[config.mk]
export PLATFORM = sky130hd
export DESIGN_NAME = rot_pipe
export DESIGN_NICKNAME = d
export VERILOG_FILES = /design/src/rtl/rot_pkg.sv /design/src/rtl/rot_stage.sv /design/src/rtl/rot_pipe.sv
export SDC_FILE = /design/constraint.sdc
export NUM_CORES = 1
export LEC_CHECK = 0
export CORE_MARGIN = 4
export CORE_UTILIZATION = 59
export DETAILED_ROUTE_END_ITERATION = 12
export GPL_TIMING_DRIVEN = 0
export PLACE_DENSITY = 0.85
export SYNTH_ARGS = -nofsm -noshare
export SYNTH_HDL_FRONTEND = slang
export SYNTH_SLANG_ARGS = --single-unit
export TNS_END_PERCENT = 100
[constraint.sdc]
create_clock -name clk -period 4.9 [get_ports clk]
set_clock_uncertainty 0.05 [all_clocks]
set_input_delay 0.735 -clock clk [delete_from_list [all_inputs] [get_ports clk]]
set_output_delay 0.735 -clock clk [all_outputs]
set_load 0.1 [all_outputs]
[src/rtl/rot_pkg.sv]
// Shared definitions for the pipelined rotator: op encodings and
// helpers that size the pipeline and map mux levels onto stages.
package rot_pkg;

  typedef enum logic [1:0] {
    ROT_OP_ROTL = 2'b00,
    ROT_OP_ROTR = 2'b01,
    ROT_OP_SHL  = 2'b10,
    ROT_OP_SHR  = 2'b11
  } rot_op_t;

  // Number of amount bits, equal to the number of mux levels.
  function automatic int log2w(input int width);
    return $clog2(width);
  endfunction

  // Level k lives in stage floor(k*STAGES/LOG2W); these return the
  // first and last level index owned by stage s.
  function automatic int first_level(input int s, input int stages, input int l2);
    return (s * l2 + stages - 1) / stages;
  endfunction

  function automatic int last_level(input int s, input int stages, input int l2);
    return ((s + 1) * l2 + stages - 1) / stages - 1;
  endfunction

endpackage

[src/rtl/rot_stage.sv]
// One pipeline stage of the rotator: a contiguous run of left-shift mux
// levels followed by a register slice with valid/ready flow control.
module rot_stage
  import rot_pkg::*;
#(
  parameter int WIDTH     = 32,
  parameter int TAG_W     = 4,
  parameter int LOG2W     = 5,
  parameter int FIRST_LVL = 0,
  parameter int LAST_LVL  = 0
) (
  input  logic             clk,
  input  logic             rst_n,
  input  logic             in_valid,
  output logic             in_ready,
  input  logic [WIDTH-1:0] in_data,
  input  logic [LOG2W-1:0] in_amt,
  input  rot_op_t          in_op,
  input  logic [TAG_W-1:0] in_tag,
  output logic             out_valid,
  input  logic             out_ready,
  output logic [WIDTH-1:0] out_data,
  output logic [LOG2W-1:0] out_amt,
  output rot_op_t          out_op,
  output logic [TAG_W-1:0] out_tag
);

  logic             valid_q, valid_d;
  logic [WIDTH-1:0] data_q, data_d;
  logic [LOG2W-1:0] amt_q, amt_d;
  rot_op_t          op_q, op_d;
  logic [TAG_W-1:0] tag_q, tag_d;
  logic [WIDTH-1:0] lvl_data;

  // The stage can take a beat if it is empty or its beat leaves this cycle.
  assign in_ready = ~valid_q | out_ready;

  // Left-shift mux levels owned by this stage; right ops arrive pre-reversed.
  always_comb begin
    lvl_data = in_data;
    for (int k = FIRST_LVL; k <= LAST_LVL; k++) begin
      if (in_amt[k]) begin
        if (in_op inside {ROT_OP_SHL, ROT_OP_SHR}) begin
          lvl_data = lvl_data << (2 ** k);
        end else begin
          lvl_data = (lvl_data << (2 ** k)) | (lvl_data >> (WIDTH - 2 ** k));
        end
      end
    end
  end

  // Load a new beat when the slot is free; otherwise hold for the stall.
  always_comb begin
    valid_d = valid_q;
    data_d  = data_q;
    amt_d   = amt_q;
    op_d    = op_q;
    tag_d   = tag_q;
    if (in_ready) begin
      valid_d = in_valid;
      if (in_valid) begin
        data_d = lvl_data;
        amt_d  = in_amt;
        op_d   = in_op;
        tag_d  = in_tag;
      end
    end
  end

  // Stage register; reset clears everything so stale beats never appear.
  always_ff @(posedge clk or negedge rst_n) begin
    if (!rst_n) begin
      valid_q <= 1'b0;
      data_q  <= '0;
      amt_q   <= '0;
      op_q    <= ROT_OP_ROTL;
      tag_q   <= '0;
    end else begin
      valid_q <= valid_d;
      data_q  <= data_d;
      amt_q   <= amt_d;
      op_q    <= op_d;
      tag_q   <= tag_d;
    end
  end

  assign out_valid = valid_q;
  assign out_data  = data_q;
  assign out_amt   = amt_q;
  assign out_op    = op_q;
  assign out_tag   = tag_q;

endmodule

[src/rtl/rot_pipe.sv]
// Pipelined barrel rotator/shifter. Right operations are done as
// reverse -> left op -> reverse, so every stage only shifts left.
module rot_pipe
  import rot_pkg::*;
#(
  parameter  int WIDTH  = 32,
  parameter  int STAGES = 2,
  parameter  int TAG_W  = 4,
  localparam int LOG2W  = log2w(WIDTH)
) (
  input  logic             clk,
  input  logic             rst_n,
  input  logic             in_valid,
  output logic             in_ready,
  input  logic [WIDTH-1:0] in_data,
  input  logic [LOG2W-1:0] in_amt,
  input  logic [1:0]       in_op,
  input  logic [TAG_W-1:0] in_tag,
  output logic             out_valid,
  input  logic             out_ready,
  output logic [WIDTH-1:0] out_data,
  output logic [TAG_W-1:0] out_tag
);

  if (((WIDTH & (WIDTH - 1)) != 0) || (WIDTH < 8) || (STAGES < 1) || (STAGES > LOG2W))
  begin : g_param_check
    $error("rot_pipe: WIDTH must be a power of 2 >= 8 and STAGES in 1..log2(WIDTH)");
  end

  logic             valid_s [STAGES+1];
  logic             ready_s [STAGES+1];
  logic [WIDTH-1:0] data_s  [STAGES+1];
  logic [LOG2W-1:0] amt_s   [STAGES+1];
  rot_op_t          op_s    [STAGES+1];
  logic [TAG_W-1:0] tag_s   [STAGES+1];
  logic [WIDTH-1:0] entry_data;
  logic [WIDTH-1:0] exit_data;

  // Bit-reverse right-op operands so the stages only need left shifts.
  always_comb begin
    entry_data = in_data;
    if (in_op[0]) begin
      for (int i = 0; i < WIDTH; i++) entry_data[i] = in_data[WIDTH-1-i];
    end
  end

  assign valid_s[0]      = in_valid;
  assign data_s[0]       = entry_data;
  assign amt_s[0]        = in_amt;
  assign op_s[0]         = rot_op_t'(in_op);
  assign tag_s[0]        = in_tag;
  assign ready_s[STAGES] = out_ready;
  assign in_ready        = ready_s[0];

  for (genvar s = 0; s < STAGES; s++) begin : g_stage
    localparam int FIRST = first_level(s, STAGES, LOG2W);
    localparam int LAST  = last_level(s, STAGES, LOG2W);

    rot_stage #(
      .WIDTH    (WIDTH),
      .TAG_W    (TAG_W),
      .LOG2W    (LOG2W),
      .FIRST_LVL(FIRST),
      .LAST_LVL (LAST)
    ) u_stage (
      .clk      (clk),
      .rst_n    (rst_n),
      .in_valid (valid_s[s]),
      .in_ready (ready_s[s]),
      .in_data  (data_s[s]),
      .in_amt   (amt_s[s]),
      .in_op    (op_s[s]),
      .in_tag   (tag_s[s]),
      .out_valid(valid_s[s+1]),
      .out_ready(ready_s[s+1]),
      .out_data (data_s[s+1]),
      .out_amt  (amt_s[s+1]),
      .out_op   (op_s[s+1]),
      .out_tag  (tag_s[s+1])
    );
  end

  // Undo the entry reversal for right ops using the op carried with the beat.
  always_comb begin
    exit_data = data_s[STAGES];
    if (op_s[STAGES] inside {ROT_OP_ROTR, ROT_OP_SHR}) begin
      for (int i = 0; i < WIDTH; i++) exit_data[i] = data_s[STAGES][WIDTH-1-i];
    end
  end

  assign out_valid = valid_s[STAGES];
  assign out_data  = exit_data;
  assign out_tag   = tag_s[STAGES];

endmodule

==> results of run 1 <==
synthesized netlist by cell type, types with 2 or more instances:
cell type	n	area (um2)
a21o_1	10	75.1
nand3b_1	3	22.5
inv_1	4	15.0
a221o_1	2	20.0
o21ai_1	6	30.0
mux2_2	56	631
mux4_2	12	270
mux2i_1	79	791
buf_4	7	52.6
dfrtp_1	79	1980
nand2_1	81	304
a211oi_1	8	60.1
a2bb2oi_1	8	70.1
a22oi_1	40	300
nor2_1	4	15.0
buf_6	3	33.8
nand2b_1	10	62.6
o22a_1	11	96.3
buf_2	9	45.0
clkbuf_1	26	97.6
nor2b_1	14	87.6
o211ai_1	2	15.0
o22ai_1	2	12.5
o21ai_0	28	140
o221ai_1	25	219
cell usage in the layout (no fill, tap or decap), types with 2 or more instances in the layout:
master,n
clkdlybuf4s50_1,82
nand2_1,81
mux2i_1,79
dfrtp_1,79
mux2_2,56
a22oi_1,40
o21ai_0,28
clkbuf_1,26
o221ai_1,25
nor2b_1,14
mux4_2,12
o22a_1,11
a21o_1,10
nand2b_1,10
clkbuf_8,10
buf_2,9
buf_4,8
a2bb2oi_1,8
a211oi_1,8
o21ai_1,6
inv_1,4
nor2_1,4
nand3b_1,3
buf_6,3
bufinv_16,3
buf_12,2
o211ai_1,2
o22ai_1,2
a221o_1,2
routing by layer:
layer	up-vias	global-route usage [%]
li1	2263	-
met1	2440	36.1
met2	265	52.5
met3	54	4.35
met4	0	14.4
met5	-	0
cell type report:
class                   count  area share [%]
flip-flops and latches     79            28.9
multi-input cells         414            48.7
clock inverters             4            1.39
plain buffers              48            3.92
well taps                 129            2.36
inverters                   5           0.275
clock buffers              10            2.01
repair buffers             84            12.4
registers in the layout, indices dropped and copies added, names as in the netlist:
name and cells:
g_stage.u_stage.out_amt 2, g_stage.u_stage.out_tag 8, g_stage.u_stage.out_op 3, g_stage.u_stage.out_valid 2, g_stage.u_stage.out_data 64
power groups by stage:
stage	Clock [mW]	Sequential [mW]	Combinational [mW]
CTS	0.571	0.923	1.93
global placement	0	0.925	1.89
finish	0.568	0.924	1.94
global route	0.603	0.942	2.02
floorplan	0	0.959	1.43
detailed placement	0	0.935	1.92
critical path, stage by stage, from the launching register on:
cell	delay [ns]
dfrtp_1	0.34
clkbuf_1	0.28
clkbuf_1	0.49
mux2_2	0.28
clkdlybuf4s50_1	1.16
worst paths after layout:
check                                              from                         endpoint  slack (ns)  cells past startpoint
max in group asynchronous                         rst_n  g_stage[1].u_stage.out_data[14]        3.92                      2
min in group clk           g_stage[0].u_stage.out_op[0]     g_stage[0].u_stage.out_op[0]        0.44                      2
min                                               rst_n    g_stage[1].u_stage.out_tag[1]        0.30                      1
max                        g_stage[1].u_stage.out_op[0]                     out_data[17]        1.21                      4
min reg2reg                g_stage[0].u_stage.out_op[0]     g_stage[0].u_stage.out_op[0]        0.44                      2
max reg2reg                g_stage[0].u_stage.out_op[1]  g_stage[1].u_stage.out_data[15]        2.94                      5
stage by stage:
| stage | util, % | total power [mW] | worst slack (ns) |
|---|---|---|---|
| 6_report | 73.9 | 3.43 | 1.21 |
| 3_3_place_gp | 71.2 | 2.82 | 0.432 |
| 3_5_place_dp | 71.4 | 2.86 | 1.51 |
| 5_1_grt | 73.9 | 3.56 | 1.10 |
| 4_1_cts | 73.9 | 3.43 | 1.19 |
| 2_1_floorplan | - | 2.39 | 1.63 |
cells by family (layout without fill, tap and decap cells):
| kind of cell | after synthesis | in the layout | synth area share, % |
|---|---|---|---|
| DFF | 79 | 79 | 35.4 |
| xor gates and xnor gates | 1 | 1 | 0.157 |
| AOI/OAI and AO/OA | 147 | 147 | 19.4 |
| muxes | 148 | 148 | 30.5 |
| and+or+nand+nor | 118 | 118 | 9.47 |
| buffers and inverters | 53 | 151 | 5.12 |
==> metrics.txt, run 1 <==
Starting Density=60.5%; fin crit share=75.3%; Sw Pwr=1.69 mW; WL/cell=21.3 um; hold slack=0.300 ns; Sw Share=49.3%; first-pass detailed-route iteration total=5; Antenna Cells=0; Tot GR Track Use=30.0%; Slew HR=32.5%; IO Count=85; FP Rows=35; WL final=16.4 mm; M1 WL=6.49 mm; Synth Cell Area=0.00559 mm2; Mapped Nets=593; initial antenna violation count=0; Seq/Total Area, Yosys=35.4%; Finished Layout Cells=773; core area=0.00924 mm2; DRC viols=0; fmax=0.271 GHz; pin count of the biggest net entering global routing=41; Worst-Skew Late Latency=0.34 ns; critical path endpoint category=output pin; Main synth FF type=dfrtp_1; Fill cells=685; number of global-route vias before repair=5,139; CTS buffer count=9; layout cell share with drive strength beyond 1=16.9%; Clk network pwr share=16.6%; Pleak=2.99 nW; uppermost layer routed=met4; pwr/cell area=502 mW/mm2; post-route antenna net violation count=0; final setup fails=0; maximum VDD drop=307 uV; grt total ovfl=0; Final Cell Area=0.00683 mm2; Hold Fails Final Rpt=0; drt initial violations=448; routed vias=5,022; Synth async-reset ratio=100%; Seq. cell area=0.00198 mm2; Warnings, synthesis=0; critical-path maximum fanout=10; Final #Nets=688; synthesized instance count=546; met3 wire len=995 um; Worst Setup Start Kind=flip-flop; synthesized flop and latch total=79; Vias/cell=6.50; Worst-Margin Slew=1.01 ns; Fin Setup TNS=0 ns; metal2 WL=8.20 mm; Setup CP Type=flip-flop to output pin; Pint=1.74 mW; Critical Path AT=2.90 ns; Post-DP Area=0.00660 mm2; Worst-path clk slew=0.08 ns; Max-Cap Viols=0; post-DP HPWL=12.8 mm; Die Ht=105 um; Setup Buffers After CTS=0; part of the power in registers=27.0%; TritonCTS clock tree=built; Logic pwr share=56.5%; area of the multi-input gates=0.00333 mm2; RSZ-0062 raised after global routing=false; Synth cell types=42; Final Max Tran Viols=0; CTS resizes=0; Syn Area/Cell=10.2 um2; H-tree levels=3; DIE AREA=0.0111 mm2; width of the die=105 um; cell total after placement=759; outcome=finished, final reports clean; EDFF count, synth=0; first-pass GRT wire length=26.7 mm; CTS Buffer Depth=2; Placer Congestion=0.967; Post-CTS Hold Fix Bufs=0; HP Class=primary input to async pin; Worst EP required=4.12 ns; fin crit period=3.69 ns; Layout area overhead=22.2%; CTS root buf=clkbuf_8; IO buf count=83; CTS sink count=79
Note: power is estimated with default switching activity, not from simulation.
==> inputs of run 2 (changes only) <==
Settings changed: CORE_UTILIZATION 59 to 50, PLACE_DENSITY 0.85 to 0.77.
Clock period 4.9 ns to 3.1 ns, I/O delays scaled along.
==> run 2 against run 1 <==
Against the previous run:
- total power up 53%
- worst hold slack better by 0.099 ns
- combinational power up 54%
- critical path depth down 1
- sequential share of layout area about the same
- first-iteration DRC count down 28%
- cell area about the same
- largest power group unchanged
==> metrics.txt, run 2 (synthesis results as in run 1) <==
Worst-Skew Late Latency=0.36 ns (was 0.34 ns); routed vias=4,941 (was 5,022); grt total ovfl=0 (unchanged); Layout area overhead=22.1% (was 22.2%); Fill cells=932 (was 685); IO Count=85 (unchanged); post-DP HPWL=13.0 mm (was 12.8 mm); DRC viols=0 (unchanged); layout cell share with drive strength beyond 1=21.6% (was 16.9%); total power=5.23 mW (was 3.43 mW); WL final=16.5 mm (was 16.4 mm); Critical R2R Capture=g_stage[1].u_stage.out_data[12] (was g_stage[1].u_stage.out_data[15]); CP Cell Sequence=clkdlybuf4s50_1 > nand3b_1 > clkdlybuf4s50_1 (was clkbuf_1 > clkbuf_1 > mux2_2 > clkdlybuf4s50_1); core area=0.0109 mm2 (was 0.00924 mm2); fin crit share=92.3%; H-tree levels=3 (unchanged); Hold Fails Final Rpt=0 (unchanged); crit-path most repeated cell=clkdlybuf4s50_1 (was clkbuf_1); pwr/cell area=767 mW/mm2 (was 502 mW/mm2); WL/cell=20.9 um (was 21.3 um); FP Rows=38 (was 35); final setup fails=0 (unchanged); CTS Buffer Depth=2 (unchanged); RSZ-0062 raised after global routing=false (unchanged); Tot GR Track Use=26.0% (was 30.0%); HP Class=primary input to async pin (unchanged); CTS root buf=clkbuf_8 (unchanged); maximum VDD drop=746 uV (was 307 uV); DIE AREA=0.0129 mm2 (was 0.0111 mm2); Setup CP Type=primary input to output pin (was flip-flop to output pin); IO buf count=83 (unchanged); area of the multi-input gates=0.00333 mm2 (unchanged); outcome=finished, final reports clean (unchanged); Critical Path AT=2.35 ns (was 2.90 ns); Vias/cell=6.28 (was 6.50); first-pass detailed-route iteration total=5 (unchanged); CTS buffer count=9 (unchanged); fin crit period=2.86 ns; Antenna Cells=0 (unchanged); Worst EP required=2.58 ns (was 4.12 ns); critical-path maximum fanout=6 (was 10); reg2reg path depth=6 (was 5); pin count of the biggest net entering global routing=76 (was 41); critical path's slowest cell=clkdlybuf4s50_1 (unchanged); Worst Setup Start Kind=primary input (was flip-flop); post-route antenna net violation count=0 (unchanged); Final #Nets=689 (was 688); max reg flops=64 (unchanged); Pleak=3.01 nW (was 2.99 nW); Max-Cap Viols=0 (unchanged); critical path endpoint category=output pin (unchanged); initial antenna violation count=0 (unchanged); hold slack=0.399 ns (was 0.300 ns); Setup Buffers After CTS=0 (unchanged); r2r startpoint=g_stage[0].u_stage.out_amt[3] (was g_stage[0].u_stage.out_op[1]); Final Max Tran Viols=0 (unchanged); most common cell after layout, fill and taps aside=nand2_1 (was clkdlybuf4s50_1); Starting Density=51.3% (was 60.5%); Placer Congestion=0.961 (was 0.967); number of global-route vias before repair=5,135 (was 5,139); fmax=0.349 GHz; CTS sink count=79 (unchanged); reg2reg setup slack=1.19 ns (was 2.94 ns); CP max stage delay=1.18 ns (was 1.16 ns); drt initial violations=324 (was 448); Die Ht=114 um (was 105 um); Worst-path clk slew=0.07 ns (was 0.08 ns); width of the die=114 um (was 105 um); TritonCTS clock tree=built (unchanged); first-pass GRT wire length=26.5 mm (was 26.7 mm); Seq. cell area=0.00198 mm2 (about the same); most frequent cells in the layout=81 x nand2_1, 79 x mux2i_1, 78 x dfrtp_1 (was 82 x clkdlybuf4s50_1, 81 x nand2_1, 79 x mux2i_1, 79 x dfrtp_1, 56 x mux2_2); Slew HR=34.8% (was 32.5%); Worst-Margin Slew=0.975 ns (was 1.01 ns)
==> run 2: layer usage <==
metal	up-vias	track usage, %	routed length, um
met5	-	0	0
met4	0	12.9	652
met3	45	3.71	889
met2	217	44.2	8100
met1	2412	32.3	6820
li1	2267	-	-
==> run 2: worst max path at each step <==
stage	end	cells past startpoint	slack [ns]	startpoint
finish	in_ready	3	0.24	out_ready
global route	out_data[21]	4	0.13	g_stage[1].u_stage.out_op[0]
CTS	out_data[10]	4	-0.05	g_stage[1].u_stage.out_op[0]
detailed placement	out_data[10]	4	0.1	g_stage[1].u_stage.out_op[0]
global placement	g_stage[1].u_stage.out_valid	1	-1.38	rst_n
floorplan	g_stage[0].u_stage.out_amt[4]	4	0.23	g_stage[1].u_stage.out_valid
==> run 2: layout make-up <==
class / count / area share, %
Clock inverter: 3 / 0.586
Sequential cell: 79 / 29.0
Timing Repair Buffer: 85 / 12.5
Multi-Input combinational cell: 414 / 48.7
Clock buffer: 13 / 2.47
Buffer: 48 / 3.92
Tap cell: 140 / 2.57
Inverter: 5 / 0.275
==> run 2: timing repair <==
action | in CTS | in global routing
setup endpoints to repair | 29 | 8
resized for setup | 71 | 16
hold endpoints to repair | 4 | 0
hold buffers | 1 | 0
==> run 2: worst max-delay path, delay by kind of cell <==
family | cells | cell delay (ns)
and+or+nand+nor | 1 | 0.22
buffers and inverters | 2 | 1.65
==> run 2: metrics by stage <==
| step | setup TNS, ns | setup slack [ns] | util (%) | cells | cell area, um2 |
|---|---|---|---|---|---|
| floorplan | 0 | 0.229 | - | 546 | 5590 |
| finish | 0 | 0.237 | 62.7 | 787 | 6830 |
| global route | 0 | 0.127 | 62.7 | 787 | 6830 |
| global placement | -87.51 | -1.38 | 60.6 | 769 | 6600 |
| detailed placement | 0 | 0.0967 | 60.8 | 770 | 6620 |
| CTS | -0.0497 | -0.0497 | 63.0 | 787 | 6860 |
==> run 2: where the power goes <==
part	internal, mW	leakage [nW]	switching (mW)
clock network	0.435	0.109	0.355
logic	0.857	1.93	2.12
registers	1.27	0.973	0.197
==> inputs of run 3 (changes only) <==
Settings changed: ABC_AREA set to 1, CAP_MARGIN set to 20.
Clock period 3.1 ns to 2.35 ns, I/O delays scaled along.
==> run 3 against run 2 <==
Against the previous run:
- sequential share of layout area grew 0.82 points
- via count grew 28%
- synthesized area shrank 3.2%
- total power grew 51%
- die area shrank 3.0%
- worst hold slack lost 0.019 ns
- setup slack lost 0.19 ns
==> metrics.txt, run 3 <==
Vias/cell=5.87 (was 6.28); Hold Fails Final Rpt=0 (unchanged); drt initial violations=695 (was 324); Main synth FF type=dfrtp_1 (unchanged); reg2reg setup slack=0.62 ns (was 1.19 ns); Slew HR=34.0% (was 34.8%); Tot GR Track Use=30.1% (was 26.0%); WL final=18.8 mm (was 16.5 mm); layout cell share with drive strength beyond 1=12.3% (was 21.6%); Starting Density=52.0% (was 51.3%); Worst-path clk slew=0.09 ns (was 0.07 ns); first-pass detailed-route iteration total=6 (was 5); Critical R2R Capture=g_stage[1].u_stage.out_data[16] (was g_stage[1].u_stage.out_data[12]); Seq. cell area=0.00198 mm2 (about the same); most frequent cells in the layout=265 x nand2_1, 206 x nand3_1, 79 x dfrtp_1 (was 81 x nand2_1, 79 x mux2i_1, 78 x dfrtp_1); routed vias=6,318 (was 4,941); Finished Layout Cells=1,077 (was 787); reg2reg path depth=5 (was 6); Final #Nets=984 (was 689); max reg flops=64 (unchanged); final worst slack=0.0492 ns (was 0.237 ns); IO buf count=82 (was 83); Mapped Nets=889 (was 593); synthesized flop and latch total=79 (unchanged); pwr/cell area=1190 mW/mm2 (was 767 mW/mm2); hold slack=0.380 ns (was 0.399 ns); r2r startpoint=g_stage[1].u_stage.out_valid (was g_stage[0].u_stage.out_amt[3]); outcome=finished, final reports clean (unchanged); maximum VDD drop=1000 uV (was 746 uV); CP Cell Sequence=buf_2 > buf_2 > a21oi_2 > clkdlybuf4s15_2 (was clkdlybuf4s50_1 > nand3b_1 > clkdlybuf4s50_1); Pleak=3.29 nW (was 3.01 nW); synthesized instance count=842 (was 546); WHS Endpoint=g_stage[0].u_stage.out_data[13]; top cells by area, synth=dfrtp_1 37%, nand3_1 19%, nand2_1 18%, o21ai_0 6.0%, inv_1 4.0% (was dfrtp_1 35%, mux2i_1 14%, mux2_2 11%, nand2_1 5.4%, a22oi_1 5.4%); critical path's slowest cell=clkdlybuf4s15_2 (was clkdlybuf4s50_1); CTS buffer count=9 (unchanged); Seq/Total Area, Yosys=36.5% (was 35.4%); width of the die=112 um (was 114 um); top cells by instance count after synthesis=265 x nand2_1, 207 x nand3_1, 79 x dfrtp_1, 65 x o21ai_0, 57 x inv_1 (was 81 x nand2_1, 79 x dfrtp_1, 79 x mux2i_1, 56 x mux2_2, 40 x a22oi_1); DRC viols=0 (unchanged); area of the multi-input gates=0.00299 mm2 (was 0.00333 mm2); Layout area overhead=22.6% (was 22.1%); Pint=3.32 mW (was 2.56 mW); pin count of the biggest net entering global routing=47 (was 76); Setup CP Type=flip-flop to output pin (was primary input to output pin); WL/cell=17.5 um (was 20.9 um); first-pass GRT wire length=30.8 mm (was 26.5 mm); Sw Pwr=4.61 mW (was 2.67 mW); most common cell after layout, fill and taps aside=nand2_1 (unchanged); leading area contributor after synthesis=dfrtp_1 (unchanged); post-route antenna net violation count=0 (unchanged); CP delay by family, top=buffers and inverters (unchanged); fin crit period=2.30 ns; fin crit share=97.9%; Worst Path Buf+Inv=3 (was 2); grt total ovfl=0 (unchanged); crit-path most repeated cell=buf_2 (was clkdlybuf4s50_1); Worst-Margin Slew=0.987 ns (was 0.975 ns); Place WS=-0.582 ns (was 0.0967 ns); initial antenna violation count=0 (unchanged); number of global-route vias before repair=6,062 (was 5,135); critical-path maximum fanout=10 (was 6); Hold Startpoint=in_amt[2]; CTS Buffer Depth=2 (unchanged); DIE AREA=0.0126 mm2 (was 0.0129 mm2); Die Ht=112 um (was 114 um); Critical Path AT=1.90 ns (was 2.35 ns); Synth async-reset ratio=100% (unchanged); HP Class=primary input to flip-flop (was primary input to async pin); H-tree levels=3 (unchanged); cell total after placement=1,061 (was 770); hold path cells=4; final setup fails=0 (unchanged); Antenna Cells=0 (unchanged); core area=0.0104 mm2 (was 0.0109 mm2); most common cell in the netlist=nand2_1 (unchanged); CP max stage delay=0.56 ns (was 1.18 ns); part of the power in registers=24.8% (was 28.0%); Max-Cap Viols=0 (unchanged); EDFF count, synth=0 (unchanged); Final Max Tran Viols=0 (unchanged); Placer Congestion=0.956 (was 0.961); Warnings, synthesis=0 (unchanged); Fin Setup TNS=0 ns (unchanged); Worst EP required=1.95 ns (was 2.58 ns); fmax=0.435 GHz; FP Rows=37 (was 38); Clk network pwr share=14.1% (was 15.1%); Worst-Skew Late Latency=0.37 ns (was 0.36 ns); Synth cell types=21 (was 42); share of the synthesized area in the top cell type=36.5% (was 35.4%); Syn Area/Cell=6.43 um2 (was 10.2 um2); CTS root buf=clkbuf_8 (unchanged); Fill cells=1,006 (was 932); IO Count=85 (unchanged); Logic pwr share=61.2% (was 56.8%); post-DP HPWL=15.0 mm (was 13.0 mm); Worst Setup Start Kind=flip-flop (was primary input); critical path endpoint category=output pin (unchanged); TritonCTS clock tree=built (unchanged); CTS sink count=79 (unchanged); Sw Share=58.1% (was 51.0%); Synth Cell Area=0.00541 mm2 (was 0.00559 mm2)
[run 3: power groups by stage]
stage | sequential (mW) | combinational, mW | clock, mW
after floorplan | 2.08 | 3.64 | 0
after global placement | 1.97 | 4.94 | 0
after detailed placement | 1.98 | 5.00 | 0
after CTS | 1.96 | 4.84 | 1.12
after global routing | 2.01 | 5.12 | 1.19
final | 1.96 | 4.85 | 1.11
[run 3: cell families (layout without fill, tap and decap cells)]
kind of cell           count (synthesis)  after routing  synth area share (%)
DFF                                   79             79                  36.5
and+or+nand+nor                      512            512                  40.5
AOI/OAI and AO/OA                    131            131                  13.0
buffers and inverters                120            219                  10.0
[run 3: what timing repair did]
item                       4_1_cts  5_1_grt
gates resized for setup        149       39
hold endpoints to repair        33        0
hold buffers                     1        0
setup buffers                    0        0
setup endpoints to repair       34       27
[run 3: worst reg2reg max path, cell delays in order, from the launching register on]
cell and delay (ns):
dfrtp_1 0.43, nand2_1 0.12, nand2_1 0.15, inv_2 0.17, clkbuf_1 0.50, o22ai_1 0.16
[run 3: layout make-up]
class	count	area share, %
plain buffers	58	4.71
clock buffers	9	1.87
clock inverters	6	1.30
inverters	62	3.58
multi-input cells	643	45.0
flip-flops and latches	79	29.8
well taps	136	2.56
repair buffers	84	11.2
[run 3: routing by layer]
metal  global-route usage, %  part of all wire, %  vias to the layer above
met5                       0                    0                        -
met4                    6.65                  1.9                        0
met3                    6.42                  9.3                       30
met2                    47.0                   45                      316
met1                    43.4                   44                     2977
li1                        -                    -                     2995
[run 3: worst max-delay path by stage]
stage | cells after the start | startpoint | slack (ns) | endpoint
6_report | 4 | g_stage[1].u_stage.out_op[0] | 0.05 | out_data[2]
5_1_grt | 4 | g_stage[1].u_stage.out_op[0] | -0.002 | out_data[0]
4_1_cts | 4 | g_stage[1].u_stage.out_op[0] | 0.001 | out_data[25]
3_5_place_dp | 5 | g_stage[1].u_stage.out_op[0] | -0.58 | out_data[6]
3_3_place_gp | 1 | rst_n | -1.77 | g_stage[0].u_stage.out_data[4]
2_1_floorplan | 2 | g_stage[1].u_stage.out_op[0] | -0.70 | out_data[14]
[run 3: per-stage QoR]
stage	cell area, um2	total power [mW]	utilization, %
2_1_floorplan	5500	5.72	-
3_3_place_gp	6490	6.91	62.4
3_5_place_dp	6520	6.98	62.6
4_1_cts	6680	7.92	64.2
5_1_grt	6640	8.31	63.7
6_report	6640	7.93	63.7
